**src/rtl/snn_spike_aer_enc_pkg.sv**
```systemverilog
// -----------------------------------------------------------------------------
// snn_aer_pkg
// Shared types and constants for the spike-vector to AER encoder.
//   aer_state_t    : encoder state (IDLE waits for a vector, SCAN emits events)
//   AER_AW_DEFAULT : default neuron address width (96 neurons -> 7 bits)
// -----------------------------------------------------------------------------
package snn_aer_pkg;

    typedef enum logic {
        IDLE = 1'b0,
        SCAN = 1'b1
    } aer_state_t;

    localparam int AER_AW_DEFAULT = 7;

endpackage

```
**src/rtl/snn_prio_enc.sv**
```systemverilog
// -----------------------------------------------------------------------------
// snn_prio_enc
// Combinational lowest-set-bit finder over an N-bit mask.
//   vec           in  N   mask to search
//   idx           out AW  index of the lowest set bit (0 when vec is zero)
//   any           out 1   at least one bit of vec is set
//   onehot_single out 1   exactly one bit of vec is set
// -----------------------------------------------------------------------------
module snn_prio_enc
    import snn_aer_pkg::*;
#(
    parameter int N  = 96,
    parameter int AW = AER_AW_DEFAULT
) (
    input  logic [N-1:0]  vec,
    output logic [AW-1:0] idx,
    output logic          any,
    output logic          onehot_single
);

    logic [N-1:0] w_vec_minus1;

    // Scan from the top down so the last hit written is the lowest index.
    always_comb begin
        idx = '0;
        for (int i = N - 1; i >= 0; i--) begin
            if (vec[i]) begin
                idx = AW'(i);
            end
        end
    end

    // v & (v-1) clears the lowest set bit; zero afterwards means a single bit.
    assign w_vec_minus1  = vec - {{(N-1){1'b0}}, 1'b1};
    assign any           = |vec;
    assign onehot_single = any && ((vec & w_vec_minus1) == '0);

endmodule

```
**src/rtl/snn_spike_aer_enc.sv**
```systemverilog
// -----------------------------------------------------------------------------
// snn_spike_aer_enc
// Converts one spike vector per timestep from the neuron core into a stream of
// address events, lowest neuron index first, each stamped with its timestep.
//   clk, rstn       clock, asynchronous active-low reset
//   in_valid        in   core step strobe; a spike vector is present
//   in_spikes[N]    in   spikes_vec from the core, bit n = neuron n fired
//   in_ready        out  encoder is IDLE and will latch a vector
//   aer_valid       out  address event valid
//   aer_ready       in   downstream accepts the event
//   aer_addr[AW]    out  firing neuron index
//   aer_ts[TS_W]    out  timestep stamp of the source vector
//   aer_last        out  final event of its timestep
//   step_done       out  one-clock pulse: timestep fully emitted or empty
//   ovf             out  sticky: a vector arrived while busy and was dropped
//   drop_cnt[DC_W]  out  saturating count of dropped vectors
//   clr_ovf         in   synchronous clear of ovf and drop_cnt
// -----------------------------------------------------------------------------
module snn_spike_aer_enc
    import snn_aer_pkg::*;
#(
    parameter int N    = 96,
    parameter int TS_W = 16,
    parameter int AW   = $clog2(N),
    parameter int DC_W = 16
) (
    input  logic            clk,
    input  logic            rstn,
    input  logic            in_valid,
    input  logic [N-1:0]    in_spikes,
    output logic            in_ready,
    output logic            aer_valid,
    input  logic            aer_ready,
    output logic [AW-1:0]   aer_addr,
    output logic [TS_W-1:0] aer_ts,
    output logic            aer_last,
    output logic            step_done,
    output logic            ovf,
    output logic [DC_W-1:0] drop_cnt,
    input  logic            clr_ovf
);

    aer_state_t      r_state;
    logic [N-1:0]    r_pend;
    logic [TS_W-1:0] r_ts_cnt;
    logic [TS_W-1:0] r_ts_reg;
    logic            r_step_done;
    logic            r_ovf;
    logic [DC_W-1:0] r_drop_cnt;

    logic [AW-1:0]   w_idx;
    logic            w_any;
    logic            w_single;
    logic            w_scan;
    logic            w_drop;
    logic            w_fire;

    snn_prio_enc #(
        .N  (N),
        .AW (AW)
    ) u_prio (
        .vec           (r_pend),
        .idx           (w_idx),
        .any           (w_any),
        .onehot_single (w_single)
    );

    assign w_scan = (r_state == SCAN);
    assign w_drop = in_valid && w_scan;
    assign w_fire = w_scan && w_any && aer_ready;

    always_ff @(posedge clk or negedge rstn) begin
        if (!rstn) begin
            r_state     <= IDLE;
            r_pend      <= '0;
            r_ts_cnt    <= '0;
            r_ts_reg    <= '0;
            r_step_done <= 1'b0;
            r_ovf       <= 1'b0;
            r_drop_cnt  <= '0;
        end else begin
            r_step_done <= 1'b0;

            // Every step strobe advances time, accepted or dropped.
            if (in_valid) begin
                r_ts_cnt <= r_ts_cnt + TS_W'(1);
            end

            case (r_state)
                IDLE: begin
                    if (in_valid) begin
                        r_pend   <= in_spikes;
                        r_ts_reg <= r_ts_cnt;
                        if (|in_spikes) begin
                            r_state <= SCAN;
                        end else begin
                            r_step_done <= 1'b1;
                        end
                    end
                end
                SCAN: begin
                    if (w_fire) begin
                        // Clear the lowest set bit, i.e. the event just taken.
                        r_pend <= r_pend & (r_pend - {{(N-1){1'b0}}, 1'b1});
                        if (w_single) begin
                            r_state     <= IDLE;
                            r_step_done <= 1'b1;
                        end
                    end
                end
                default: r_state <= IDLE;
            endcase

            // A clear in the same clock as a drop keeps ovf low but still
            // counts that drop.
            if (clr_ovf) begin
                r_ovf      <= 1'b0;
                r_drop_cnt <= w_drop ? DC_W'(1) : '0;
            end else if (w_drop) begin
                r_ovf <= 1'b1;
                if (r_drop_cnt != {DC_W{1'b1}}) begin
                    r_drop_cnt <= r_drop_cnt + DC_W'(1);
                end
            end
        end
    end

    assign in_ready  = (r_state == IDLE);
    assign aer_valid = w_scan && w_any;
    assign aer_addr  = aer_valid ? w_idx    : '0;
    assign aer_ts    = aer_valid ? r_ts_reg : '0;
    assign aer_last  = aer_valid ? w_single : 1'b0;
    assign step_done = r_step_done;
    assign ovf       = r_ovf;
    assign drop_cnt  = r_drop_cnt;

endmodule

```
**config.mk**
```make
export PLATFORM = sky130hd
export DESIGN_NAME = snn_spike_aer_enc
export DESIGN_NICKNAME = d
export VERILOG_FILES = /design/src/rtl/snn_spike_aer_enc_pkg.sv /design/src/rtl/snn_prio_enc.sv /design/src/rtl/snn_spike_aer_enc.sv
export SDC_FILE = /design/constraint.sdc
export NUM_CORES = 1
export LEC_CHECK = 0
export ABC_AREA = 1
export BUFFER_PORTS_ARGS = -buffer_cell sky130_fd_sc_hd__buf_4
export CORE_ASPECT_RATIO = 1.25
export CORE_MARGIN = 1
export CORE_UTILIZATION = 53
export CTS_CLUSTER_DIAMETER = 150
export DETAILED_ROUTE_END_ITERATION = 10
export PLACE_DENSITY = 0.78
export SETUP_SLACK_MARGIN = 0.5
export SYNTH_ARGS = -nofsm -noshare
export SYNTH_HDL_FRONTEND = slang
export SYNTH_SLANG_ARGS = --single-unit
```
**constraint.sdc**
```tcl
create_clock -name clk -period 5.1 [get_ports clk]
set_clock_uncertainty 0.2 [all_clocks]
set_input_delay 0.255 -clock clk [delete_from_list [all_inputs] [get_ports clk]]
set_output_delay 0.255 -clock clk [all_outputs]
set_load 0.1 [all_outputs]
```
==> results_dict.tcl <==
set metrics [dict create \
    syn-num-nets 1691 \
    yosys_warnings 0 \
    largest_reg_flops 96 \
    synth_ff_type "dfrtp_1" \
    hpwl_um 24800 \
    crit_buf_inv 2 \
    dpl_cell_area_mm2 0.0118 \
    period_share_pct 123 \
    syn-cell-area_mm2 0.0102 \
    regMostFlops "r_pend" \
    async_flop_share_pct 100 \
    cp-end-kind "primary output" \
    antenna_found_initial 0 \
    slew_viol_final 0 \
    p_int_mw 3.29 \
    setup_viol 1 \
    drt_pass1_iterations 7 \
    period_needed_ns 6.26 \
    worst_skew_pair.late_latency_ns 0.44 \
    power_density_mw_per_mm2 459 \
    slowest_stage "dfrtp_1" \
    core_mm2 0.0188 \
    cts_sinks 147 \
    synth_top_cell_by_area "dfrtp_1" \
    die_area_mm2 0.0197 \
    port_buffers 144 \
    cts_buffers 17 \
    diodes 0 \
    grt-ovfl-total 0 \
    final_cell_mix "nand2_1, inv_1, nor2_1" \
    drt-total-wl_um 34200 \
    drcViolationCount 0 \
    drt_iter0_drc 817 \
    p_switching_mw 2.92 \
    slowest_delay_ns 0.39 \
    min_path_type "primary input to flip-flop" \
    cap_violations 0 \
    path_class "flip-flop to primary output" \
    cp_common_cell "nand2_1" \
    cts-htree-levels 4 \
    worst_slack_ns -1.16 \
    synth_area_leaders "dfrtp_1, nand2_1, inv_1, nor2_1, o21ai_0" \
    cp_top_family "simple AND/OR/NAND/NOR gates" \
    final_area_mm2 0.0135 \
    power_frac_seq_pct 29.6 \
    die_w_um 126 \
    hold_viol 0 \
    grt_use_total_pct 35.4 \
    ir_drop_v 0.000399 \
    swShare_pct 47.0 \
    dp.cells 1963 \
    ys_types 33 \
    synth-seq-cells 147 \
    leakage_nw 6.53 \
    wl_per_cell_um 16.3 \
    max_slew.worst_pin.slew_ns 1.12 \
    violations "setup timing" \
    power_frac_clock_pct 21.5 \
    fmax_mhz 160 \
    die_y_um 157 \
    grt_pass1_wl_um 55200 \
    rsz0062_at_grt "yes" \
    place.gp.congestion 1.00 \
    final_nets 1953 \
    avgSynthCellArea_um2 6.40 \
    rows 56 \
    postSynthCellCount 1588 \
    grt_pass1_vias 11200 \
    final_util_pct 72.1 \
    clockBufferDepth 2 \
    grt_max_degree 83 \
    mostFrequentLayoutCell "nand2_1" \
    dr_total_vias 11500 \
    critPathLaunchType "flip-flop" \
    required_ns 4.64 \
    clkTransAtPathRegs_ns 0.06 \
    power.total_mw 6.21 \
    yosysSeqAreaShare_pct 36.2 \
    status "complete, but fails checks" \
    start_util_pct 54.1 \
    root_buffer "clkbuf_16" \
    viasPerCell 5.51 \
    tns_ns -1.16 \
    io_pins 145 \
    synth_edf_count 0 \
    yosysTopAreaCellShare_pct 36.2 \
    maxSlewHeadroom_pct 25.5 \
    areaGrowthSynthToFinish_pct 33.2 \
    antenna_left 0 \
    critPathMaxFanout 2 \
    pwr-share-comb_pct 48.9 \
    cp.arrival_ns 5.80 \
    finalNonFillerCells 2095 \
    cts_tree "built" \
    drive_gt1_share_pct 14.9 \
]
power groups by stage:
stage / combinational, mW / sequential [mW] / clock [mW]
after global routing: 3.36 / 1.88 / 1.39
after detailed placement: 2.84 / 1.83 / 0
after global placement: 2.81 / 1.82 / 0
after floorplan: 2.02 / 1.77 / 0
after CTS: 2.96 / 1.82 / 1.34
final: 3.04 / 1.84 / 1.34
what timing repair did:
| action | in CTS | in global routing |
|---|---|---|
| gates resized for setup | 34 | 14 |
| hold endpoints to repair | 185 | 0 |
| setup endpoints to repair | 5 | 5 |
| buffers inserted | 1 | 0 |
| hold buffers | 99 | 0 |
| pin swaps | 3 | 5 |
per-layer routing:
| metal | share of wire, % | up-vias | global-route usage (%) |
|---|---|---|---|
| li1 | - | 5614 | - |
| met1 | 40 | 5359 | 41.8 |
| met2 | 49 | 448 | 61.8 |
| met3 | 5.2 | 126 | 5.74 |
| met4 | 5.1 | 0 | 19.0 |
| met5 | 0 | - | 0 |
final timing paths:
path,startpoint,end,slack (ns),cells after the start
min reg2reg,r_ts_cnt[15],r_ts_cnt[15],0.30,1
max,r_pend[94],aer_addr[0],-1.16,96
min in group asynchronous,rstn,r_pend[58],0.23,2
max reg2reg,r_pend[12],r_state,0.43,21
min,in_spikes[70],r_pend[70],0.03,5
max in group asynchronous,rstn,r_state,3.41,3
cell families after synthesis:
kind of cell	after synthesis	synth area share, %
buf+inv	337	13.9
fa+ha+maj	2	0.246
simple gates	793	32.1
flops	147	36.2
compound gates	294	16.2
xor+xnor	15	1.29
synthesized netlist by cell type (8+ instances only):
master and number:
inv_1 271, nor2_1 265, nor3_1 34, nand2_1 388, o211ai_1 32, a31oi_1 27, nand4_1 37, nand3_1 25
o31ai_1 8, dfrtp_1 147, a21oi_1 41, nor4_1 36, bufinv_8 11, xor2_1 10, clkbuf_1 48, o21ai_0 171
cell type report:
class	count	area, µm²
clock inverters	15	188
multi-input cells	1104	5230
fillers	1594	5240
repair buffers	293	2490
flip-flops and latches	147	3680
clock buffers	17	425
inverters	287	1230
well taps	232	290
worst min-delay path, stage by stage:
cell     delay, ns
buf_4         0.09
nand2_1       0.07
o21ai_0       0.08
nand2_1       0.05
o21ai_0       0.08
stage by stage:
stage | hold WS [ns] | worst slack, ns
after floorplan | -0.241 | -0.269
after global placement | 0.163 | -0.698
after detailed placement | 0.163 | -0.704
after CTS | 0.00151 | -1.15
after global routing | 0.0173 | -2.09
final | 0.0288 | -1.16
Note: power is estimated with default switching activity, not from simulation.
